## src/rtl/seq_gen_4bit.sv

```systemverilog
// seq_gen_4bit
// Serial pattern transmitter. On an accepted start it captures a 4-bit
// pattern and a repeat count, then shifts the pattern out one bit per clock
// with a qualifying valid strobe. An optional idle gap separates repetitions,
// and a one-cycle done pulse follows the last bit.
//
// Parameters:
//   GAP       : idle cycles between consecutive repetitions (0..15)
//   LSB_FIRST : 0 = pattern[3] sent first, 1 = pattern[0] sent first
// Ports:
//   clk       : clock, all state changes on the rising edge
//   rst       : synchronous active-low reset
//   start     : transfer request, accepted only in IDLE
//   pattern   : 4-bit pattern, captured on the accepting edge
//   reps      : repetition count minus one, captured on the accepting edge
//   out       : serial data bit, 0 whenever out_valid is 0
//   out_valid : out carries a pattern bit this cycle
//   busy      : transfer in progress (SHIFT or GAP)
//   done      : one-cycle pulse after the last bit
//
// Handshake: start is a level sampled at each rising edge; it is acted on only
// when the FSM is IDLE, otherwise it is dropped (never queued). There is no
// back-pressure on the serial side: every cycle with out_valid=1 carries one
// bit that the consumer must take.
module seq_gen_4bit #(
  parameter int unsigned GAP       = 0,
  parameter bit          LSB_FIRST = 1'b0
) (
  input  logic       clk,
  input  logic       rst,
  input  logic       start,
  input  logic [3:0] pattern,
  input  logic [3:0] reps,
  output logic       out,
  output logic       out_valid,
  output logic       busy,
  output logic       done
);

  typedef enum logic [1:0] {
    S_IDLE  = 2'd0,
    S_SHIFT = 2'd1,
    S_GAP   = 2'd2,
    S_DONE  = 2'd3
  } state_t;

  // Terminal value of the gap counter; the counter runs 0..GAP-1.
  localparam logic [3:0] GAP_LAST = (GAP == 0) ? 4'd0 : 4'(GAP - 1);

  state_t     state_q, state_d;
  logic [3:0] pat_q, pat_d;
  logic [3:0] rep_q, rep_d;
  logic [1:0] idx_q, idx_d;
  logic [3:0] gap_q, gap_d;

  logic [1:0] bit_sel;
  logic       out_d;

  // Next-state and counter logic.
  always_comb begin
    state_d = state_q;
    pat_d   = pat_q;
    rep_d   = rep_q;
    idx_d   = idx_q;
    gap_d   = gap_q;
    case (state_q)
      S_IDLE: begin
        if (start) begin
          pat_d   = pattern;
          rep_d   = reps;
          idx_d   = 2'd0;
          gap_d   = 4'd0;
          state_d = S_SHIFT;
        end
      end
      S_SHIFT: begin
        if (idx_q == 2'd3) begin
          idx_d = 2'd0;
          if (rep_q == 4'd0) begin
            state_d = S_DONE;
          end else begin
            rep_d = rep_q - 4'd1;
            if (GAP != 0) begin
              gap_d   = 4'd0;
              state_d = S_GAP;
            end
            // GAP == 0: stay in SHIFT at index 0, no bubble.
          end
        end else begin
          idx_d = idx_q + 2'd1;
        end
      end
      S_GAP: begin
        if (gap_q == GAP_LAST) begin
          gap_d   = 4'd0;
          idx_d   = 2'd0;
          state_d = S_SHIFT;
        end else begin
          gap_d = gap_q + 4'd1;
        end
      end
      S_DONE: begin
        // start is deliberately ignored here.
        state_d = S_IDLE;
      end
      default: state_d = S_IDLE;
    endcase
  end

  // Outputs are registered copies of what the next state presents, so they
  // line up with the state during the following cycle.
  always_comb begin
    bit_sel = LSB_FIRST ? idx_d : ~idx_d;
    out_d   = (state_d == S_SHIFT) && pat_d[bit_sel];
  end

  always_ff @(posedge clk) begin
    if (!rst) begin
      state_q   <= S_IDLE;
      pat_q     <= 4'd0;
      rep_q     <= 4'd0;
      idx_q     <= 2'd0;
      gap_q     <= 4'd0;
      out       <= 1'b0;
      out_valid <= 1'b0;
      busy      <= 1'b0;
      done      <= 1'b0;
    end else begin
      state_q   <= state_d;
      pat_q     <= pat_d;
      rep_q     <= rep_d;
      idx_q     <= idx_d;
      gap_q     <= gap_d;
      out       <= out_d;
      out_valid <= (state_d == S_SHIFT);
      busy      <= (state_d == S_SHIFT) || (state_d == S_GAP);
      done      <= (state_d == S_DONE);
    end
  end

endmodule
```

## config.mk

```make
export PLATFORM = sky130hd
export DESIGN_NAME = seq_gen_4bit
export DESIGN_NICKNAME = d
export VERILOG_FILES = /design/src/rtl/seq_gen_4bit.sv
export SDC_FILE = /design/constraint.sdc
export NUM_CORES = 1
export LEC_CHECK = 0
export ABC_AREA = 1
export BUFFER_PORTS_ARGS = -buffer_cell sky130_fd_sc_hd__buf_2
export CAP_MARGIN = 20
export CORE_ASPECT_RATIO = 0.9
export CORE_UTILIZATION = 49
export DETAILED_ROUTE_END_ITERATION = 10
export GPL_TIMING_DRIVEN = 1
export HOLD_SLACK_MARGIN = 0.1
export PLACE_DENSITY = 0.83
export RECOVER_POWER = 100
export SLEW_MARGIN = 25
export SYNTH_ARGS = -nofsm -noshare
export SYNTH_HDL_FRONTEND = slang
export SYNTH_SLANG_ARGS = --single-unit
```

## constraint.sdc

```tcl
create_clock -name clk -period 1.3 [get_ports clk]
set_input_delay 0.39 -clock clk [delete_from_list [all_inputs] [get_ports clk]]
set_output_delay 0.39 -clock clk [all_outputs]
set_load 0.1 [all_outputs]
```

### After elaboration in Yosys (flattened, before gate mapping)

Cells that the tools add are included.

* $add $sub $neg: 3
* $lt $le $gt $ge: 1
* eq/ne operators: 10
* muxes and demuxes: 20
* bitwise gates (word level): 1
* reduce and logical (&&, ||, !) cells: 9

Operators by type and width (number)
* $mux W4: 7
* $pmux W4 S2: 2
* $mux W2: 7
* $eq A2 B2 Y1 const B: 5
* $logic_not A4 Y1: 2
* $pmux W2 S4: 1
* $ne A2 B2 Y1 const B: 3
* $pmux W2 S3: 1
* $add A4 B1 Y4 const B: 1
* $eq A2 B1 Y1 const B: 2
* $reduce_and A4 Y1: 1
* $reduce_bool A2 Y1: 2
* $sub A4 B1 Y4 const B: 1
* $lt A2 B3 Y1 const B: 1
* $add A2 B1 Y2 const B: 1
* $bmux W1 S2: 1
* $logic_not A2 Y1: 1
* $not A2 Y2: 1
* $reduce_and A2 Y1: 1
* $logic_and A1 B1 Y1: 1
* $logic_or A1 B1 Y1: 1
* $mux W1: 1

* register bits after elaboration: 20
* output and inout bits: 4

### Longest topological paths before layout

* depth in word-level cells: 7
* depth in mapped cells: 10
* depth with buffers taken out: 10

### Worst setup path after synthesis

No wires, ideal clock.

* path kind: flip-flop to flip-flop
* start point: reg gap_q[0]
* end point: reg busy
* library setup time: 0.109 ns
* data arrival time: 1.280 ns
* slack: -0.089 ns
* cell stages (with the launch flop): 10
* path through: dfxtp_1 inv_1 ha_1 nand2_1 nand2_2 nand2_2 inv_1 ha_1 nand2_1 inv_1

* word-level cells in the longest chain between the ends: 5

RTL lines
* start: declaration: line 54 `logic [3:0] gap_q, gap_d;`
* start signal: assignment: line 133 `gap_q <= gap_d;`
* $logic_not A4 Y1 *: line 94 `if (gap_q == GAP_LAST) begin`
* $mux W2 *: line 94
* $pmux W2 S4 *: line 66 `case (state_q)`
* via state_d[0]: line 50 `state_t state_q, state_d;`
* $eq A2 B1 Y1 / $eq A2 B2 Y1 (equally long branches): line 136 `busy <= (state_d == S_SHIFT) || (state_d == S_GAP);`
* $logic_or A1 B1 Y1 *: line 136
* end signal: assignment: line 136
* end: declaration: line 36 `output logic busy,`

The timed path passes the listed nets; every way through them passes the cells marked *.
A chain may end at the register's enable or synchronous reset.

### Worst setup path in the final report

* start point: reg out
* end point: out out

RTL lines
* start: declaration: line 34 `output logic out,`
* start signal: assignment: line 134 `out <= out_d;`

No word-level cell between the ends.

==> results.py <==
metrics = {
    "status": {
        "status": "finished with violations",
        "violations": "setup timing",
    },
    "grt": {
        "use_met3": 0.06271,
        "grt_max_degree": 11,
        "grt_antenna_before_repair": 0,
        "grt_use_met2": 0.4368,
        "use_met1": 0.2579,
        "busiest_layer": "met2",
        "track_usage": 0.2392,
        "grt_overflow_total": 0,
        "grt_pass1_wl_mm": 3.981,
        "grt_pass1_vias": 915,
    },
    "critical_path": {
        "endpoint": "out",
        "crit_start": "out",
        "cp_top_family": "flip-flops",
        "cp_num_cells": 1,
        "required_ns": 0.91,
        "reg2reg_slack_ns": 0.01,
        "critPathKind": "reg -> out",
        "cp_slowest_cell": "dfxtp_1",
        "path_cells": "buf_12",
        "end_kind": "output port",
        "r2r_cells": 7,
        "r2r_end": "rep_q[2]",
        "worstPathMaxFanout": 1,
        "r2r_start": "state_q[1]",
        "arrival_ns": 0.91,
        "max_stage_delay_ns": 0.40,
        "cp.buffers_inverters": 1,
        "crit_path_start_kind": "flip-flop",
    },
    "sta": {
        "final.setup.tns_ns": -0.0008584,
        "post-route-period-util": 1.001,
        "worstMarginPinSlew_ns": 0.2553,
        "fin_skew_ns": 0.009246,
        "maxSlewViolCount": 0,
        "fmax_ghz": 0.7687,
        "hold_viol_final": 0,
        "period_minus_slack_ns": 1.301,
        "setup_ws_ns": -0.0008584,
        "max_slew_margin": 0.8285,
        "grt_setup_unrepaired": "yes",
        "setup_violations": 1,
    },
    "drt": {
        "avgViaCountPerCell": 5.139,
        "route.detailed.drc": 0,
        "avgRoutedWirePerCell_um": 13.64,
        "drt_iter0_markers": 24,
        "ant_nets": 0,
        "routed-via-count": 1033,
        "wl_mm": 2.742,
        "drt_pass1_iterations": 4,
    },
    "yosys": {
        "synth_top_family_by_area": "simple AND/OR/NAND/NOR gates",
        "ys_warn_count": 0,
        "synthAdderAreaFrac": 0.07034,
        "synth_area_leaders": "dfxtp_1 (38%), nand2_1 (8.8%), ha_1 (7.0%), inv_1 (6.7%), nor2_1 (4.9%)",
        "synth.yosys.seq_area_share": 0.3751,
        "yosys-mux-area-fraction": 0.009379,
        "yosys.area_share.simple": 0.2907,
        "yosys.area.top_type": "dfxtp_1",
        "synth_compound_area_frac": 0.1325,
        "synthXorXnorAreaFrac": 0.03283,
        "synth_cells": 141,
        "yosysTopAreaCellShare": 0.3751,
        "syn_area_per_cell_um2": 7.569,
        "syn_area_um2": 1067,
        "yosysUniqueCellTypes": 26,
        "ys_seq_elements": 20,
        "synth_nets": 158,
    },
    "cells_and_area": {
        "fill_cells": 135,
        "post-route-util": 0.7660,
        "final_nets": 195,
        "multiInputGateArea_um2": 676.9,
        "layout-drive-gt1-share": 0.5170,
        "design_area_um2": 1524,
        "syn_to_final_growth_pct": 42.79,
        "regArea_um2": 415.4,
        "diodes": 0,
    },
    "die": {
        "die_height_um": 46.28,
        "rows": 15,
        "core-area_um2": 1989,
        "start_util": 0.5365,
        "io_pins": 15,
        "die-width_um": 51.20,
        "dieArea_um2": 2369,
    },
    "cts": {
        "root_buffer": "clkbuf_4",
        "cts_buffers": 3,
        "cts_tree": "done",
        "cts_buffer_depth": 2,
        "clk_pin_slew_ns": 0.11,
        "cts_hold_buffers": 0,
        "cts.sinks": 20,
        "clkLatencyLatePin_ns": 0.31,
        "htree_levels": 1,
    },
    "power_and_ir_drop": {
        "max-vdd-ir-drop_mv": 0.7128,
        "power_switching_share": 0.3356,
        "p_leak_nw": 0.7362,
        "clkPwrFrac": 0.218,
        "power.density_nw_per_um2": 912.6,
        "p_int_uw": 924.1,
        "totalPowerFinal_mw": 1.391,
        "p_switching_uw": 466.7,
        "pwr-share-comb": 0.296,
        "p_seq_frac": 0.486,
    },
    "placed_design": {
        "numPortBuffers": 14,
        "placed_area_um2": 1315,
        "place_ws_ns": -0.07598,
        "gp_congestion": 0.8043,
        "dp_hpwl_mm": 1.880,
    },
    "worst_hold_path": {
        "hp-class": "in -> reg",
    },
    "job": {
        "maxCapViolCount": 0,
    },
}
[routing by layer]
metal / vias to the layer above / share of wire / routed length [um]
met5: - / 0 / 0
met4: 0 / 0.044 / 120
met3: 14 / 0.037 / 102
met2: 30 / 0.52 / 1425
met1: 474 / 0.40 / 1094
li1: 515 / - / -
[cells in the final DEF, fill, tap and decap left out]
master    netlist  final
nand2_4         3      7
inv_2           4     10
inv_4           0      1
or2_2           1      1
buf_8           0      1
dfxtp_2         0      6
nand3_2         2      3
nand4_1         1      1
dfxtp_1        20     12
a21oi_2         3      4
o21ai_0         4      4
inv_1          19     12
buf_12          0      4
nor3_1          1      1
ha_1            6      2
o21ai_2         1      3
o21ai_4         1      1
nand2_1        25     21
nor2_2          1      2
clkinv_2        1      1
mux2i_1         1      1
buf_4           0     17
a21oi_1         9      7
xor2_1          4      4
a21oi_4         0      1
nor2_4          1      3
nor2_1         14     11
dfxtp_4         0      2
nand3b_1        1      1
o21ai_1         5      3
clkbuf_4        0      3
ha_2            0      2
nand2_2         6      6
nand3_1         6      5
buf_6           0      1
ha_4            0      2
buf_2           0     10
[layout make-up]
type                            count  area share
Clock buffer                        3     0.01478
Inverter                           24     0.06158
Multi-Input combinational cell     96      0.4442
Sequential cell                    20      0.2726
Tap cell                           25     0.02053
Timing Repair Buffer               33      0.1864
[power by group through the flow]
stage | logic, mW | clock network, mW | registers, mW
6_report | 0.412 | 0.303 | 0.675
5_1_grt | 0.441 | 0.342 | 0.679
4_1_cts | 0.369 | 0.310 | 0.676
3_5_place_dp | 0.342 | 0 | 0.689
3_3_place_gp | 0.324 | 0 | 0.686
2_1_floorplan | 0.179 | 0 | 0.736
[synth_stat cells, drive strengths merged]
cell type,instances
nand3b,1
nor2,16
clkinv,1
inv,23
a21oi,12
o21ai,11
ha,6
nand4,1
dfxtp,20
mux2i,1
clkbuf,1
nand3,8
xor2,4
nand2,34
or2,1
nor3,1
[cell families after synthesis]
group / count (synthesis)
xor gates and xnor gates: 4
DFF: 20
buffers and inverters: 25
adders and majority gates: 6
muxes: 1
and+or+nand+nor: 62
AOI/OAI and AO/OA: 23
[stage by stage]
stage               cells  hold WS [ns]
CTS                   198        0.3445
global placement      190        0.4590
finish                201        0.3469
floorplan             141        0.4477
detailed placement    190        0.4746
global route          201        0.3520
[how the worst min path moves through the flow]
| stage | from | endpoint | slack, ns | cells after the start |
|---|---|---|---|---|
| after floorplan | rep_q[1] | rep_q[1] | 0.45 | 2 |
| after global placement | rep_q[1] | rep_q[1] | 0.46 | 2 |
| after detailed placement | rep_q[0] | rep_q[0] | 0.47 | 2 |
| after CTS | pattern[3] | pat_q[3] | 0.34 | 3 |
| after global routing | rst | busy | 0.35 | 3 |
| final | pattern[3] | pat_q[3] | 0.35 | 3 |
[timing repair]
item | 4_1_cts | 5_1_grt
buffers inserted | 5 | 3
pin swaps | 3 | 11
resized for setup | 11 | 31
setup endpoints to repair | 4 | 9
[sequential cells by signal (all words and copies together), names as in the netlist]
register	cells
gap_q	4
pat_q	4
idx_q	2
state_q	2
out	1
done	1
busy	1
rep_q	4
out_valid	1
Power figures use the tool's default switching activity.
